File: src/rtl/cpu_control_if.sv
// Memory handshake between the control unit and the memory system:
// request/ready plus the instruction word presented on the data bus.
interface cpu_control_if #(
  parameter int WIDTH = 32
);
  logic [WIDTH-1:0] instr_in;
  logic             mem_ready;
  logic             mem_req;
  logic             mem_we;

  modport master (
    input  instr_in,
    input  mem_ready,
    output mem_req,
    output mem_we
  );

  modport slave (
    output instr_in,
    output mem_ready,
    input  mem_req,
    input  mem_we
  );
endinterface

File: src/rtl/cpu_control.sv
// Multi-cycle control unit: owns the instruction register and sequences the
// register/ALU/PC datapath through fetch, decode, execute, memory and writeback.
module cpu_control #(
  parameter int WIDTH = 32
) (
  input  logic             clk,
  input  logic             reset,
  cpu_control_if.master    mem,
  output logic             pc_reset,
  output logic             increment,
  output logic             fetch,
  output logic             wrAdd,
  output logic             wrData,
  output logic             regEn,
  output logic             store_en,
  output logic             store_PC,
  output logic             Branch_En,
  output logic             DataBus_En,
  output logic             pc_load,
  output logic [5:0]       opcode,
  output logic [4:0]       oppA,
  output logic [4:0]       oppB,
  output logic [WIDTH-1:0] literal,
  output logic             halted,
  output logic             illegal
);

  typedef enum logic [3:0] {
    S_F_ADDR,
    S_F_WAIT,
    S_DECODE,
    S_EXEC,
    S_WB,
    S_BR_EXEC,
    S_BR_LOAD,
    S_M_ADDR,
    S_S_DATA,
    S_M_WAIT,
    S_HALT
  } state_t;

  localparam logic [5:0] OP_LOAD  = 6'b100000;
  localparam logic [5:0] OP_STORE = 6'b100001;
  localparam logic [5:0] OP_HALT  = 6'b111111;
  localparam logic [5:0] OP_ADD   = 6'b000000;
  localparam logic [5:0] OP_PASS  = 6'b110000;

  state_t           state;
  state_t           state_next;
  logic [WIDTH-1:0] ir;
  logic             ir_load;

  logic [5:0]       ir_op;
  logic [4:0]       ir_ra;
  logic [4:0]       ir_rb;
  logic [4:0]       ir_rc;
  logic [WIDTH-1:0] ir_imm;
  logic             is_load;
  logic             is_store;
  logic             is_halt;

  assign ir_op    = ir[31:26];
  assign ir_ra    = ir[25:21];
  assign ir_rb    = ir[20:16];
  assign ir_rc    = ir[15:11];
  assign ir_imm   = {{(WIDTH-16){ir[15]}}, ir[15:0]};
  assign is_load  = (ir_op == OP_LOAD);
  assign is_store = (ir_op == OP_STORE);
  assign is_halt  = (ir_op == OP_HALT);

  always_ff @(posedge clk) begin
    if (!reset) begin
      state <= S_F_ADDR;
      ir    <= '0;
    end else begin
      state <= state_next;
      if (ir_load) begin
        ir <= mem.instr_in;
      end
    end
  end

  // Outputs are gated by reset so an access in flight is dropped in the reset cycle itself.
  always_comb begin
    state_next  = state;
    ir_load     = 1'b0;
    pc_reset    = 1'b0;
    increment   = 1'b0;
    fetch       = 1'b0;
    wrAdd       = 1'b0;
    wrData      = 1'b0;
    regEn       = 1'b0;
    store_en    = 1'b0;
    store_PC    = 1'b0;
    Branch_En   = 1'b0;
    DataBus_En  = 1'b0;
    pc_load     = 1'b0;
    opcode      = '0;
    oppA        = '0;
    oppB        = '0;
    literal     = '0;
    halted      = 1'b0;
    illegal     = 1'b0;
    mem.mem_req = 1'b0;
    mem.mem_we  = 1'b0;

    if (!reset) begin
      pc_reset = 1'b1;
    end else begin
      if (state != S_F_ADDR && state != S_F_WAIT) begin
        opcode  = ir_op;
        oppA    = ir_ra;
        oppB    = ir_rb;
        literal = ir_imm;
      end

      case (state)
        S_F_ADDR: begin
          fetch      = 1'b1;
          wrAdd      = 1'b1;
          state_next = S_F_WAIT;
        end
        S_F_WAIT: begin
          mem.mem_req = 1'b1;
          if (mem.mem_ready) begin
            ir_load    = 1'b1;
            increment  = 1'b1;
            state_next = S_DECODE;
          end
        end
        S_DECODE: begin
          if (is_halt) begin
            state_next = S_HALT;
          end else begin
            case (ir_op[5:4])
              2'b00, 2'b11: state_next = S_EXEC;
              2'b01:        state_next = S_BR_EXEC;
              default: begin
                if (is_load || is_store) begin
                  state_next = S_M_ADDR;
                end else begin
                  illegal    = 1'b1;
                  state_next = S_F_ADDR;
                end
              end
            endcase
          end
        end
        S_EXEC: begin
          wrData     = 1'b1;
          state_next = S_WB;
        end
        S_WB: begin
          regEn      = 1'b1;
          state_next = S_F_ADDR;
        end
        S_BR_EXEC: begin
          Branch_En  = 1'b1;
          wrData     = 1'b1;
          state_next = S_BR_LOAD;
        end
        S_BR_LOAD: begin
          pc_load    = 1'b1;
          state_next = S_F_ADDR;
        end
        S_M_ADDR: begin
          opcode     = OP_ADD;
          wrAdd      = 1'b1;
          state_next = is_store ? S_S_DATA : S_M_WAIT;
        end
        S_S_DATA: begin
          // Route rC through the ALU unchanged so dataR holds the store value.
          opcode     = OP_PASS;
          oppA       = ir_rc;
          literal    = '0;
          wrData     = 1'b1;
          state_next = S_M_WAIT;
        end
        S_M_WAIT: begin
          mem.mem_req = 1'b1;
          mem.mem_we  = is_store;
          DataBus_En  = is_store;
          if (mem.mem_ready) begin
            store_en   = is_load;
            regEn      = is_load;
            state_next = S_F_ADDR;
          end
        end
        S_HALT: begin
          halted = 1'b1;
        end
        default: begin
          state_next = S_F_ADDR;
        end
      endcase
    end
  end

endmodule

File: src/flat_wrapper.sv
// flat-port wrapper written by rule: the top's interface ports become plain ports
module cpu_control_flat 
#(
  parameter int WIDTH = 32
)
  (clk, reset, pc_reset, increment, fetch, wrAdd, wrData, regEn, store_en, store_PC, Branch_En, DataBus_En, pc_load, opcode, oppA, oppB, literal, halted, illegal, mem_instr_in, mem_mem_ready, mem_mem_req, mem_mem_we);
  cpu_control_if #(.WIDTH(WIDTH)) mem_i ();
  input  logic clk;
  input  logic reset;
  output logic pc_reset;
  output logic increment;
  output logic fetch;
  output logic wrAdd;
  output logic wrData;
  output logic regEn;
  output logic store_en;
  output logic store_PC;
  output logic Branch_En;
  output logic DataBus_En;
  output logic pc_load;
  output logic [5:0] opcode;
  output logic [4:0] oppA;
  output logic [4:0] oppB;
  output logic [WIDTH-1:0] literal;
  output logic halted;
  output logic illegal;
  input wire logic [$bits(mem_i.instr_in)-1:0] mem_instr_in;
  input wire logic [$bits(mem_i.mem_ready)-1:0] mem_mem_ready;
  output wire logic [$bits(mem_i.mem_req)-1:0] mem_mem_req;
  output wire logic [$bits(mem_i.mem_we)-1:0] mem_mem_we;
  assign mem_i.instr_in = mem_instr_in;
  assign mem_i.mem_ready = mem_mem_ready;
  assign mem_mem_req = mem_i.mem_req;
  assign mem_mem_we = mem_i.mem_we;
  cpu_control #(.WIDTH(WIDTH)) u_core (.clk(clk), .reset(reset), .mem(mem_i), .pc_reset(pc_reset), .increment(increment), .fetch(fetch), .wrAdd(wrAdd), .wrData(wrData), .regEn(regEn), .store_en(store_en), .store_PC(store_PC), .Branch_En(Branch_En), .DataBus_En(DataBus_En), .pc_load(pc_load), .opcode(opcode), .oppA(oppA), .oppB(oppB), .literal(literal), .halted(halted), .illegal(illegal));
endmodule
File: config.mk
export PLATFORM = sky130hd
export DESIGN_NAME = cpu_control_flat
export DESIGN_NICKNAME = d
export VERILOG_FILES = /design/src/rtl/cpu_control_if.sv /design/src/rtl/cpu_control.sv /design/src/flat_wrapper.sv
export SDC_FILE = /design/constraint.sdc
export NUM_CORES = 1
export LEC_CHECK = 0
export ABC_AREA = 1
export BUFFER_PORTS_ARGS = -buffer_cell sky130_fd_sc_hd__buf_2
export CORE_UTILIZATION = 43
export CTS_CLUSTER_SIZE = 16
export DETAILED_ROUTE_END_ITERATION = 6
export HOLD_SLACK_MARGIN = 0.08
export PLACE_DENSITY_LB_ADDON = 0.08
export SLEW_MARGIN = 10
export SYNTH_ARGS = -nofsm -noshare
export SYNTH_HDL_FRONTEND = slang
export SYNTH_SLANG_ARGS = --single-unit
File: constraint.sdc
create_clock -name clk -period 1.5 [get_ports clk]
set_input_delay 0.075 -clock clk [delete_from_list [all_inputs] [get_ports clk]]
set_output_delay 0.075 -clock clk [all_outputs]
set_load 0.005 [all_outputs]
# Word level (Yosys, flattened, before mapping)
# Cells that the tools add are included.
# Widths: inputs -> output; s select.
# word_totals
out_inout_bits	63
ff_bits	36
input_bits	35
elab_cells	80
# op_classes
eq_ne	18
muxes	48
reduce_logical	11
bitwise_logic	1
# op_table
cell	count
$mux 32	3
$pmux 4 s9	1
$mux 1	30
$mux 5	5
$eq 6x6->1 const B	3
$eq 4x3->1 const B	4
$eq 4x4->1 const B	3
$mux 4	3
$mux 6	2
$pmux 6 s2	1
$eq 4x2->1 const B	2
$pmux 4 s2	1
$reduce_or 2->1	3
$reduce_or 3->1	2
$eq 4x1->1 const B	1
$logic_not 4->1	1
$ne 2x2->1 const B	2
$ne 4x1->1 const B	1
$reduce_bool 4->1	1
$mux 3	1
$reduce_and 3->1	1
$eq 2x1->1 const B	1
$eq 2x2->1 const B	1
$logic_not 2->1	1
4 further kinds	4

# Logic depth before layout (Yosys ltp)
# depth
ltp_word	7
depth_mapped	9
mapped_depth_nobuf	9

# Least setup slack after synthesis
# Ideal clock, no wire load.
# synth_path
path_type	reg-to-output
startpoint	register u_core.state[2]
endpoint	output port literal[16]
n_path_buf	2
t_arrival_ns	1.662
path_slack_ns	-0.237
stages_incl_launch_ff	9
cell_sequence	dfxtp_1 inv_1 nand2_1 nor2_1 inv_2 buf_4 nand2_1 nor2_1 buf_4
# synth_between
elab_chain_cells	5
word_cells_on_any_way	7
cone_classes	2 x eq/ne; 3 x mux; 2 x reduce/logical
# synth_rtl
element	line	rtl
from (decl)	cpu_control.sv:48	state_t state;
from (signal assigned)	cpu_control.sv:76	state <= state_next;
$ne 4x1->1 / $reduce_bool 4->1 (equally long branches)	cpu_control.sv:110	if (state != S_F_ADDR && state != S_F_WAIT) begin
$logic_and 1x1->1	cpu_control.sv:110	
$mux 32	cpu_control.sv:110	
$mux 32 (*)	cpu_control.sv:117	case (state)
$mux 32 (*)	cpu_control.sv:107	if (!reset) begin
to (decl)	flat_wrapper.sv:24	output logic [WIDTH-1:0] literal;
# Mark *: on every way between the ends. The rest lies on a longest branch, timed or not.

# Worst setup path after layout
# layout_path
startpoint	register u_core.state[2]
endpoint	output port oppA[1]
# layout_between
elab_chain_cells	5
word_cells_on_any_way	7
cone_classes	2 x eq/ne; 3 x mux; 2 x reduce/logical
# layout_rtl
element	line	rtl
$ne 4x1->1 / $reduce_bool 4->1 (equally long branches)	cpu_control.sv:110	
$logic_and 1x1->1	cpu_control.sv:110	
$mux 5	cpu_control.sv:110	
$mux 5 (*)	cpu_control.sv:117	
$mux 5 (*)	cpu_control.sv:107	
to (decl)	flat_wrapper.sv:22	output logic [4:0] oppA;
# Marks and branches as above.

==> metrics <==
outcome=complete, but fails checks; failing checks=setup timing; Synth area leader=dfxtp_1; Final Setup Violations=9; RSZ-0062 raised after global routing=yes; CP max-delay cell=dfxtp_4; Area growth syn-to-layout=53.55%; Die Y=between 70 and 80 um; Setup TNS Final=-0.2423 ns; Hold Path Class=in -> reg; Starting DRT DRC Count=121; final-report max-slew violation count=0; reg2reg end=u_core.ir[10]; wl on met1=just under 3 mm; top cells by count, synth=84 x nand2_1, 43 x nor2_1, 36 x dfxtp_1, 30 x nand2_2, 29 x a21oi_2; most area-consuming cells after synthesis=dfxtp_1 31%, nand2_1 14%, a21oi_2 11%; count leader, synth=nand2_1; Worst Setup SP=u_core.state[2]; DRC viols=0; worst r2r src=u_core.state[2]; Clock Tree Root=clkbuf_8; top sig layer=met4; Hold Crit Endpoint=u_core.state[0]; H-tree Lvls=2; first-pass GRT wire length=roughly 9.5 mm; port bufs=96; routed wire length=6.567 mm; Skew-Pair Late Insertion Delay=a little under 0.3 ns; initial core utilization=between 40 and 50%; crit-path leading delay family=buffers and inverters; post-route ant nets=0; Worst Reg-to-Reg Cells=8; Peak VDD IR=0.0005443 V; RD Place Congestion=0.8330; placed cell area=between 2000 and 3000 um^2; fin cells=between 500 and 600; post-synth top area share=approximately 31%; final setup margin=-0.06822 ns; critical path class=reg -> out; peak per-stage delay on the critical path=about 0.37 ns; Mean Syn Cell Area=6.982 um^2; Fin. Hold Viols=0; final instance area=between 3000 and 4000 um^2; CTS tree=done; initial antenna violation count=0; CP Cell Sequence=inv_4, nand2_4, nor2_4, inv_4, buf_12, a21oi_1, buf_2; post-DP HPWL=4.021 mm; Core ar.=approximately 5100 um^2; post-synthesis cell type count=27; Pwr Total=about 2800 uW; Max Clk Rate=between 600 and 700 MHz; Inserted Clock Buffers=5; Rows=26; Place WS=0.09494 ns; WL/cell=around 12 um; # IOs=roughly 100; WL met2=roughly 3.2 mm; Antenna Cells=0; Crit path required time=approximately 1.4 ns; Hold Startpoint=reset; Worst-path clk slew=0.07 ns; layout cells sized above 1=between 50% and 60%; net count after synthesis=370; P_leak=0.001564 uW; total global routing track utilization=~22%; Clock Sinks=36; ys flop type=dfxtp_1; gr ovfl total=0; met3 WL=330 um; min cycle time layout=between 1.5 and 2 ns; EDFF count, synth=0; Crit Path Max Fanout=12; Die Footprint=about 5700 um^2; Worst setup EP type=output port; clock skew=approximately 0.0073 ns; Critical path buffers and inverters=4; Placed Cells=between 400 and 500; Most Frequent Cell on Critical Path=inv_4; flop and latch count out of synthesis=36; Startpoint Class=register; synth warn=0; max cap viols=0; Vias=about 2500; largest net degree at the start of global routing=34; Final #Nets=500; total iterations of the first detailed-routing run=5; Final period util=104.5%; hold path depth=3; Mapped Area=~2300 um^2; drt via density=approximately 4.8; Synth async-reset ratio=0%; r2r setup slk=~0.06 ns; fill cell total of the finished layout=460; power density cells=776.6 nW/um^2; Crit path depth=7; clk buf depth=2; Syn Inst Count=approximately 330; Arr. time, crit path=1.49 ns; vias in the first global route=roughly 2100; Die Wd=about 75 um; share of the yosys chip area belonging to registers=31.19%
==> timing repair <==
action                                 in CTS  in global routing
endpoints found under the hold margin      32                  0
hold buffers                               32                  0
resized for setup                          58                 18
pin swaps                                   7                  8
setup buffers                              11                  4
gates cloned                                2                  1
setup endpoints to repair                  55                 60
==> area by class of cell <==
type	instances	area, um^2	share of cell area, %
Tap cell	70	87.58	2.468
Sequential cell	36	743.2	20.95
Clock buffer	7	96.34	2.715
Timing Repair Buffer	155	1115	31.42
Multi-Input combinational cell	236	1388	39.10
Inverter	27	118.9	3.350
==> layer usage <==
metal	vias up	track usage (%)
li1	1272	-
met1	1151	27.97
met2	90	37.20
met3	12	4.894
met5	-	0
met4	0	8.025
==> power by group <==
part	total [uW]	switching [uW]	internal [uW]
Combinational	900	490	410
Clock	763	353	409
Sequential	1090	68.8	1020
Total	2760	912	1840
==> state kept, by name, summed over array words and instances (netlist names) <==
name          cells
u_core.ir        32
u_core.state      4
==> through the flow <==
step | hold slack, ns | utilization [%]
6_report | 0.1676 | 69.04
5_1_grt | 0.1769 | 69.04
4_1_cts | 0.1471 | 67.04
3_5_place_dp | 0.3281 | 53.82
3_3_place_gp | 0.3243 | 53.82
2_1_floorplan | 0.2113 | -
==> how the worst max path moves through the flow <==
| stage | endpoint | slack, ns |
|---|---|---|
| 2_1_floorplan | literal[16] | 0.13 |
| 3_3_place_gp | illegal | 0.11 |
| 3_5_place_dp | opcode[0] | 0.09 |
| 4_1_cts | opcode[0] | -0.02 |
| 5_1_grt | wrData | -0.15 |
| 6_report | oppA[1] | -0.07 |
==> cells in the final DEF, fill, tap and decap left out, types with 3 or more instances in the layout <==
cell type / instances
nand2_4: 4
nand2_1: 76
a21oi_1: 14
nand2_2: 34
o21ai_2: 3
nor2_1: 33
buf_4: 17
inv_1: 17
ha_1: 3
clkbuf_8: 7
a21oi_2: 31
dfxtp_4: 6
inv_4: 5
dfxtp_1: 30
dlygate4sd3_1: 32
nor2_2: 7
nand3_1: 8
buf_6: 9
nor2_4: 7
inv_2: 4
buf_2: 92
buf_12: 4
==> cell families after synthesis <==
| logic type | synth area share [%] |
|---|---|
| other | 0.1623 |
| adder cells (fa/ha/maj) | 2.166 |
| AND/OR/NAND/NOR | 34.87 |
| AO/OA/AOI/OAI | 15.86 |
| buffers and inverters | 15.76 |
| flip-flops | 31.19 |
==> worst reg2reg max path, stage by stage (launching register included) <==
cell	delay, ns
dfxtp_4	0.37
nor2_4	0.18
inv_2	0.07
nor2_4	0.12
nand3_4	0.10
buf_6	0.17
buf_4	0.18
nand2_1	0.09
a21oi_2	0.05
Power figures use the tool's default switching activity.
